`src/rtl/ccff_chain_loader.sv`:
```
// Loads a routing-tile configuration chain from a word stream, LSB first, and can optionally
// rotate the chain once so the CRC of the bits leaving the tail is compared with the CRC taken during load.
module ccff_chain_loader #(
  parameter int          CHAIN_LEN = 8,
  parameter int          WORD_W    = 8,
  parameter logic [15:0] CRC_INIT  = 16'hFFFF
) (
  input  logic              prog_clk,
  input  logic              prog_rst_n,
  input  logic              start,
  input  logic              verify_en,
  input  logic              din_valid,
  output logic              din_ready,
  input  logic [WORD_W-1:0] din_data,
  input  logic              ccff_tail,
  output logic              ccff_head,
  output logic              ccff_shift_en,
  output logic              busy,
  output logic              done,
  output logic              error
);

  localparam int CNT_W = $clog2(CHAIN_LEN + 1);
  localparam int REM_W = $clog2(WORD_W + 1);
  localparam int SUM_W = ((CNT_W > REM_W) ? CNT_W : REM_W) + 1;

  typedef enum logic [2:0] {
    S_IDLE,
    S_LOAD,
    S_VERIFY,
    S_DONE,
    S_ERROR
  } state_t;

  state_t            state, state_n;
  logic [CNT_W-1:0]  bit_cnt;
  logic [CNT_W-1:0]  vcnt;
  logic [REM_W-1:0]  rem;
  logic [WORD_W-1:0] sreg;
  logic              head_q;
  logic              shift_q;
  logic              ven_q;
  logic [15:0]       crc_l;
  logic [15:0]       crc_v;
  logic [15:0]       crc_v_n;
  logic [SUM_W-1:0]  committed;
  logic [SUM_W-1:0]  room;
  logic [REM_W-1:0]  take_n;
  logic              accept;

  function automatic logic [15:0] crc_step(input logic [15:0] c, input logic b);
    crc_step = {c[14:0], 1'b0} ^ ((c[15] ^ b) ? 16'h1021 : 16'h0000);
  endfunction

  // Stream handshake: a word transfers on the prog_clk edge where din_valid and din_ready are both 1;
  // din_valid may drop or data change freely whenever no transfer happens.
  // head_q always presents the bit shifted on the next edge; rem counts it plus the bits still in sreg.
  always_comb begin
    committed = SUM_W'(bit_cnt) + SUM_W'(rem);
    room      = SUM_W'(CHAIN_LEN) - committed;
    din_ready = (state == S_LOAD) && ((rem == '0) || ((rem == REM_W'(1)) && shift_q)) &&
                (committed < SUM_W'(CHAIN_LEN));
    accept    = din_valid && din_ready;
    take_n    = REM_W'(WORD_W);
    if (room < SUM_W'(WORD_W)) take_n = REM_W'(room);
    crc_v_n   = crc_step(crc_v, ccff_tail);
  end

  always_comb begin
    state_n = state;
    case (state)
      S_IDLE, S_DONE, S_ERROR: if (start) state_n = S_LOAD;
      S_LOAD: begin
        if (shift_q && (bit_cnt == CNT_W'(CHAIN_LEN - 1))) state_n = ven_q ? S_VERIFY : S_DONE;
      end
      S_VERIFY: begin
        if (vcnt == CNT_W'(CHAIN_LEN - 1)) state_n = (crc_v_n == crc_l) ? S_DONE : S_ERROR;
      end
      default: state_n = S_IDLE;
    endcase
  end

  always_ff @(posedge prog_clk or negedge prog_rst_n) begin
    if (!prog_rst_n) begin
      state   <= S_IDLE;
      bit_cnt <= '0;
      vcnt    <= '0;
      rem     <= '0;
      sreg    <= '0;
      head_q  <= 1'b0;
      shift_q <= 1'b0;
      ven_q   <= 1'b0;
      crc_l   <= CRC_INIT;
      crc_v   <= CRC_INIT;
    end else begin
      state <= state_n;
      case (state)
        S_IDLE, S_DONE, S_ERROR: begin
          if (start) begin
            ven_q   <= verify_en;
            bit_cnt <= '0;
            vcnt    <= '0;
            rem     <= '0;
            head_q  <= 1'b0;
            shift_q <= 1'b0;
            crc_l   <= CRC_INIT;
            crc_v   <= CRC_INIT;
          end
        end
        S_LOAD: begin
          if (shift_q) begin
            crc_l <= crc_step(crc_l, head_q);
            if (bit_cnt != CNT_W'(CHAIN_LEN)) bit_cnt <= bit_cnt + CNT_W'(1);
          end
          if (accept) begin
            head_q  <= din_data[0];
            sreg    <= din_data >> 1;
            rem     <= take_n;
            shift_q <= 1'b1;
          end else if (rem > REM_W'(1)) begin
            head_q <= sreg[0];
            sreg   <= sreg >> 1;
            rem    <= rem - REM_W'(1);
          end else begin
            head_q  <= 1'b0;
            shift_q <= 1'b0;
            rem     <= '0;
          end
        end
        S_VERIFY: begin
          crc_v <= crc_v_n;
          vcnt  <= vcnt + CNT_W'(1);
        end
        default: ;
      endcase
    end
  end

  // During verify the tail is fed straight back to the head; the tail is a flop, so no loop forms.
  always_comb begin
    ccff_shift_en = shift_q || (state == S_VERIFY);
    ccff_head     = (state == S_VERIFY) ? ccff_tail : head_q;
    busy          = (state == S_LOAD) || (state == S_VERIFY);
    done          = (state == S_DONE);
    error         = (state == S_ERROR);
  end

endmodule

```
`config.mk`:
```
export PLATFORM = sky130hd
export DESIGN_NAME = ccff_chain_loader
export DESIGN_NICKNAME = d
export VERILOG_FILES = /design/src/rtl/ccff_chain_loader.sv
export SDC_FILE = /design/constraint.sdc
export NUM_CORES = 1
export LEC_CHECK = 0
export CAP_MARGIN = 15
export CORE_MARGIN = 2
export CORE_UTILIZATION = 33
export CTS_CLUSTER_DIAMETER = 60
export CTS_CLUSTER_SIZE = 24
export DETAILED_ROUTE_END_ITERATION = 10
export GPL_ROUTABILITY_DRIVEN = 0
export SLEW_MARGIN = 20
export SYNTH_ARGS = -nofsm -noshare
export SYNTH_HDL_FRONTEND = slang
export SYNTH_SLANG_ARGS = --single-unit
```
`constraint.sdc`:
```
create_clock -name prog_clk -period 2.9 [get_ports prog_clk]
set_input_delay 0.435 -clock prog_clk [delete_from_list [all_inputs] [get_ports prog_clk]]
set_output_delay 0.435 -clock prog_clk [all_outputs]
set_load 0.03 [all_outputs]
```
==> results.sh <==
export IMPL_yosysWarnings=0
export IMPL_viasPerCell=4.93
export IMPL_antenna_found_initial=0
export IMPL_num_io_pins=20
export IMPL_netlist_area_sq_um=3140
export IMPL_finalSetupTns_ns=0
export IMPL_cts_root_buf="clkbuf_8"
export IMPL_synth_area_leaders="dfstp_2 27%, dfrtp_1 20%, nand2_1 6.8%"
export IMPL_num_rows=35
export IMPL_clkPwrFrac_pct=19.6
export IMPL_die_width_microns=102
export IMPL_period_minus_slack_ns=2.72
export IMPL_power_mw=4.20
export IMPL_synth_seq_cells=57
export IMPL_rsz0062_at_grt="false"
export IMPL_dr_pass1_iters=4
export IMPL_setup_ws_ns=0.176
export IMPL_drc=0
export IMPL_final_max_slew_viol_count=0
export IMPL_clk_latency_ns=0.33
export IMPL_dieArea_sq_um=10300
export IMPL_setup_viol=0
export IMPL_grt_pass1_wl_mm=11.1
export IMPL_clock_skew_ns=0.0133
export IMPL_grt_total_usage_pct=13.7
export IMPL_clockBufferDepth=2
export IMPL_fp_dieH_microns=102
export IMPL_wl_per_cell_microns=12.8
export IMPL_p_int_mw=2.46
export IMPL_yosysUniqueCellTypes=46
export IMPL_antennaDiodeCount=0
export IMPL_min_period_over_period_pct=93.9
export IMPL_worst_pin_slew_ns=0.638
export IMPL_cp_max_fo=6
export IMPL_final_common_cell="nand2_1"
export IMPL_p_sw_mw=1.73
export IMPL_ant_nets=0
export IMPL_status="completed"
export IMPL_grt_pass1_vias=2331
export IMPL_crit_slowest_cell="dfrtp_1"
export IMPL_r2r_end="rem[3]$_DFFE_PN0P_"
export IMPL_path_class="reg2out"
export IMPL_nNetsFinal=397
export IMPL_synth_top_area_share_pct=26.8
export IMPL_swShare_pct=41.3
export IMPL_crit_family="adder cells"
export IMPL_coreArea_sq_um=9240
export IMPL_cap_violations=0
export IMPL_fmaxAchievable_mhz=367
export IMPL_synth_top_flop_cell="dfstp_2"
export IMPL_grt_max_degree=33
export IMPL_hold_violations=0
export IMPL_vias=2491
export IMPL_cp_start_kind="flop"
export IMPL_hold_buffers=0
export IMPL_routed_wl_mm=6.48
export IMPL_ff2ff_setup_slack_ns=0.39
export IMPL_numCtsBuffers=9
export IMPL_drt_iter0_drc=120
export IMPL_cts_num_sinks=57
export IMPL_initial_core_util_pct=34.0
export IMPL_r2r_start="rem[0]$_DFFE_PN0P_"
export IMPL_fill_cells=918
export IMPL_p_per_area_nw_per_um2=1130
export IMPL_path_cells="ha_1 -> fa_1 -> a211oi_2 -> nand2_1 -> nor2_2 -> o21a_1 -> buf_4"
export IMPL_clk_pin_slew_ns=0.07
export IMPL_peakVddDrop_v=0.000524
export IMPL_post_place_ws_ns=0.317
export IMPL_syn_num_nets=374
export IMPL_reg2reg_depth=8
export IMPL_p_leak_nw=1.52
export IMPL_synth_edf_count=0
export IMPL_place_hpwl_mm=4.56
export IMPL_path_buf_inv=1
export IMPL_htree_num_levels=3
export IMPL_layout_common_cells="57 x nand2_1, 49 x nor2_1, 32 x dfstp_2, 28 x o21ai_0, 25 x dfrtp_1"
export IMPL_post_cts_setup_buffers=0
export IMPL_drive_gt1_share_pct=18.4
export IMPL_comb_power_share_pct=45.2
export IMPL_synth_area_leader_cell="dfstp_2"
export IMPL_crit_arrival_ns=2.29
export IMPL_ys_seq_area_share_pct=46.7
export IMPL_syn_inst=348
export IMPL_avgSynthCellArea_sq_um=9.02
export IMPL_slew_headroom_pct=57.4
export IMPL_cts_tree="done"
export IMPL_cpPeakStageDelay_ns=0.44
export IMPL_port_buffers=19
export IMPL_area_growth_pct=18.3
export IMPL_overflow=0
export IMPL_end_kind="primary output"
export IMPL_worstPathRequired_ns=2.47
export IMPL_hp_class="in2async"
export IMPL_seqPwrFrac_pct=35.2
export IMPL_async_flop_share_pct=100
[per-layer routing]
| layer | track usage (%) | part of all wire (%) |
|---|---|---|
| met3 | 3.80 | 4.3 |
| met5 | 0 | 0 |
| met1 | 19.8 | 50 |
| met4 | 4.05 | 1.0 |
| met2 | 20.0 | 45 |
[timing repair]
| action | in CTS | in global routing |
|---|---|---|
| endpoints found under the setup margin | 1 | 1 |
| gates cloned | 0 | 0 |
| resized for setup | 1 | 1 |
| pin swaps | 0 | 0 |
[how the worst max path moves through the flow]
stage	start	to	slack [ns]	cells past startpoint
after floorplan	rem[0]$_DFFE_PN0P_	din_ready	0.51	6
after global placement	rem[0]$_DFFE_PN0P_	rem[0]$_DFFE_PN0P_	0.39	8
after detailed placement	rem[0]$_DFFE_PN0P_	rem[0]$_DFFE_PN0P_	0.32	8
after CTS	rem[0]$_DFFE_PN0P_	din_ready	0.09	7
after global routing	rem[0]$_DFFE_PN0P_	din_ready	0.04	7
final	rem[0]$_DFFE_PN0P_	din_ready	0.18	7
[power by group through the flow]
stage,combinational [mW],clock (mW),sequential (mW)
after global placement,1.86,0,1.49
after global routing,2.15,0.891,1.53
after detailed placement,1.91,0,1.49
after CTS,1.91,0.846,1.48
final,1.90,0.824,1.48
after floorplan,1.52,0,1.38
[cells in the mapped netlist (2+ instances only)]
library cell and number:
nand2_1 57, nor2_1 50, dfstp_2 32, o21ai_0 28, dfrtp_1 25, a21oi_1 20, xnor2_1 14, xor2_1 12
a31oi_1 11, ha_1 11, inv_1 10, nor3_1 10, nand3_1 8, buf_2 7, clkbuf_1 6, nand4_1 5
nand2b_1 4, a21o_1 3, a221o_1 2, a31o_1 2, a32oi_1 2, and3_1 2, buf_1 2, nand3b_1 2
o21a_1 2
[cells by family after synthesis]
family                     synth area share, %
and+or+nand+nor                           21.5
AOI/OAI and AO/OA                         15.9
DFF                                       46.7
xor gates and xnor gates                  7.26
buffers and inverters                     3.27
adders and majority gates                 5.02
muxes                                    0.359
[metrics by stage]
step                hold slack (ns)  utilization (%)  std cells  instance area [sq um]
floorplan                     0.139                -        348                   3140
global placement              0.459             37.7        489                   3480
detailed placement            0.464             37.7        489                   3480
CTS                           0.432             40.2        505                   3710
global route                  0.455             40.2        505                   3710
finish                        0.416             40.2        505                   3710
[sequential cells by signal, summed over array words and instances, names as in the netlist]
name and count:
vcnt 4, crc_l 16, head_q 1, ven_q 1
shift_q 1, state 3, sreg 7, bit_cnt 4
crc_v 16, rem 4
[area by class of cell]
class	instances	area, sq um	share of cell area [%]
Clock buffer	12	176	4.75
Clock inverter	4	47.5	1.28
Inverter	10	37.5	1.01
Multi-Input combinational cell	266	1580	42.6
Sequential cell	57	1470	39.5
Tap cell	129	161	4.35
Timing Repair Buffer	27	243	6.54
Note: power is estimated with default switching activity, not from simulation.
==> RTL change, RTL diff (same flow settings) <==
One comparison of `vcnt` changes from == to >=.
--- a/src/rtl/ccff_chain_loader.sv
+++ b/src/rtl/ccff_chain_loader.sv
@@ -75,5 +75,5 @@
       end
       S_VERIFY: begin
-        if (vcnt == CNT_W'(CHAIN_LEN - 1)) state_n = (crc_v_n == crc_l) ? S_DONE : S_ERROR;
+        if (vcnt >= CNT_W'(CHAIN_LEN - 1)) state_n = (crc_v_n == crc_l) ? S_DONE : S_ERROR;
       end
       default: state_n = S_IDLE;
Check against the original RTL: no difference found for any inputs over 10 cycles, from zero or initial values and one cycle with prog_rst_n low; that may be too few to reach the edited logic, so the function may still have changed.
==> RTL change against the original RTL <==
  * Synthesized area grew 1.4%
  * Power decreased by 3.7%
  * Sequential cell count did not move
  * Register-to-register slack is essentially flat
  * Clock skew shrank 0.0053 ns
  * Design area increased by 1.2%
  * Routed wire length increased by 6.0%
  * Sequential share of layout area shrank 0.47 points
  * Worst setup slack better by 0.024 ns
  * Largest cell class unchanged
  * Largest power group unchanged
  * Highest routed layer unchanged
==> RTL change: results (changes against the original RTL) <==
| Quantity | Value | Delta |
|:---|:---|:---|
| Antenna Cells | 0 | unchanged |
| Detail Placement HPWL | 4862 um | +6.6% |
| Sequential area share after synthesis | 46.07% | -0.66 points |
| First-pass GRT wire length | 11880 um | +6.8% |
| Worst Setup Slack post-DPL | 0.2499 ns | -0.06672 ns |
| CTS clk-pin slew, worst paths | 0.06 ns |  |
| Fmax | 0.3704 GHz | +0.90% |
| Worst hold path class | in -> async |  |
| Worst Clk Skew | 0.008048 ns | -0.005283 ns |
| Peak supply drop | 0.2750 mV | -48% |
| Layout net count | 403 | +1.5% |
| Headroom to the max-slew limit | 35.23% | -22 points |
| Synthesized net count | 381 | +1.9% |
| Pin count of the biggest net entering global routing | 34 | +3.0% |
| Vias/cell | 4.865 | -1.4% |
| Data arrival time of the critical path | 2.26 ns | -0.03 ns |
| Share of layout cells above drive strength 1 | 17.02% | -1.3 points |
| Count of distinct cell types in the synthesized netlist | 47 | +2.2% |
| Total Routed Length | 6867 um | +6.0% |
| Worst-case hold slack | 0.1584 ns | -0.2580 ns |
| Number of standard cells in the final layout excluding fillers | 511 | +1.2% |
| Number of global-route vias before repair | 2453 | +5.2% |
| Placed cell count | 495 | +1.2% |
| Leakage dissipation | 1.612 nW | +5.8% |
| Synth top cells by count | 54 x sky130_fd_sc_hd__nand2_1, 51 x sky130_fd_sc_hd__nor2_1, 32 x sky130_fd_sc_hd__dfstp_2 |  |
| Biggest area contributors in the synthesized netlist | sky130_fd_sc_hd__dfstp_2 26%, sky130_fd_sc_hd__dfrtp_1 20%, sky130_fd_sc_hd__nand2_1 6.4% |  |
| Aggregate global-route resource usage | 14.54% | +0.85 points |
| Largest registers ranked by flip-flop count | crc_l: 16 flops, crc_v: 16 flops, sreg: 7 flops |  |
| Filler Cell Count | 961 | +4.7% |
| Initial detailed-routing violation count | 150 | +25% |
| Run status | finished, final reports clean |  |
| Post-placement cell area | 3511 um2 | +0.83% |
RTL change: cell count changes in the layout (fill, tap and decap cells not counted), moves of 3 or more:
cell                        delta
sky130_fd_sc_hd__nand2_1       -3
sky130_fd_sc_hd__nor3_1        -4
sky130_fd_sc_hd__nand3_1       +9
sky130_fd_sc_hd__mux2i_1       +5
sky130_fd_sc_hd__and2_1        +3
sky130_fd_sc_hd__a31oi_1       -8
sky130_fd_sc_hd__a2bb2oi_1     +3
sky130_fd_sc_hd__a21oi_1       +4
RTL change: worst max-delay path, cell delays in order (launching register included):
cell                      delay [ns]
sky130_fd_sc_hd__dfrtp_1        0.44
sky130_fd_sc_hd__ha_1           0.24
sky130_fd_sc_hd__fa_1           0.41
sky130_fd_sc_hd__a21o_1         0.22
sky130_fd_sc_hd__a21oi_2        0.25
sky130_fd_sc_hd__nand3_1        0.10
sky130_fd_sc_hd__nor2_1         0.10
sky130_fd_sc_hd__buf_4          0.16
RTL change: metal layers:
metal | track usage, % | part of all wire, % | vias up
met4 | 6.051 | 1.6 | 0
met3 | 3.283 | 2.5 | 8
met5 | 0 | 0 | -
met1 | 19.93 | 50 | 1191
met2 | 22.27 | 46 | 29
li1 | - | - | 1258
RTL change: final timing paths:
kind                            startpoint   endpoint  cells after the start
worst min register to register    crc_v[9]  crc_v[10]                      2
worst min-delay path            prog_rst_n    vcnt[2]                      1
max in group asynchronous       prog_rst_n   crc_l[4]                      2
min in group prog_clk             crc_v[9]  crc_v[10]                      2
worst max register to register      rem[0]     rem[1]                      7
worst max-delay path                rem[0]  din_ready                      7
RTL change: cells by family (layout without fill, tap and decap cells):
group / count (synthesis) / count (layout) / synth area share [%]
adder cells (fa/ha/maj): 12 / 12 / 4.953
AO/OA/AOI/OAI: 81 / 81 / 16.35
multiplexers: 5 / 5 / 1.572
buffers and inverters: 28 / 55 / 3.813
flip-flops: 57 / 57 / 46.07
XOR/XNOR: 25 / 25 / 6.879
AND/OR/NAND/NOR: 147 / 147 / 20.36
RTL change: power by group:
group | switching, mW | total, mW | internal, mW
Clock | 0.328 | 0.921 | 0.593
Combinational | 0.919 | 1.67 | 0.748
Sequential | 0.289 | 1.45 | 1.16
RTL change: layout make-up:
type / instances / area, um2 / area share, %
clock inverters: 5 / 102.6 / 2.730
well taps: 129 / 161.4 / 4.294
multi-input cells: 270 / 1599 / 42.54
clock buffers: 11 / 141.4 / 3.762
flip-flops and latches: 57 / 1466 / 39.01
repair buffers: 27 / 242.7 / 6.458
inverters: 12 / 45.04 / 1.198
RTL change: timing repair:
item | 4_1_cts | 5_1_grt
resized for setup | 0 | 1
hold endpoints to repair | 0 | 0
endpoints found under the setup margin | 0 | 1
hold buffers | 0 | 0
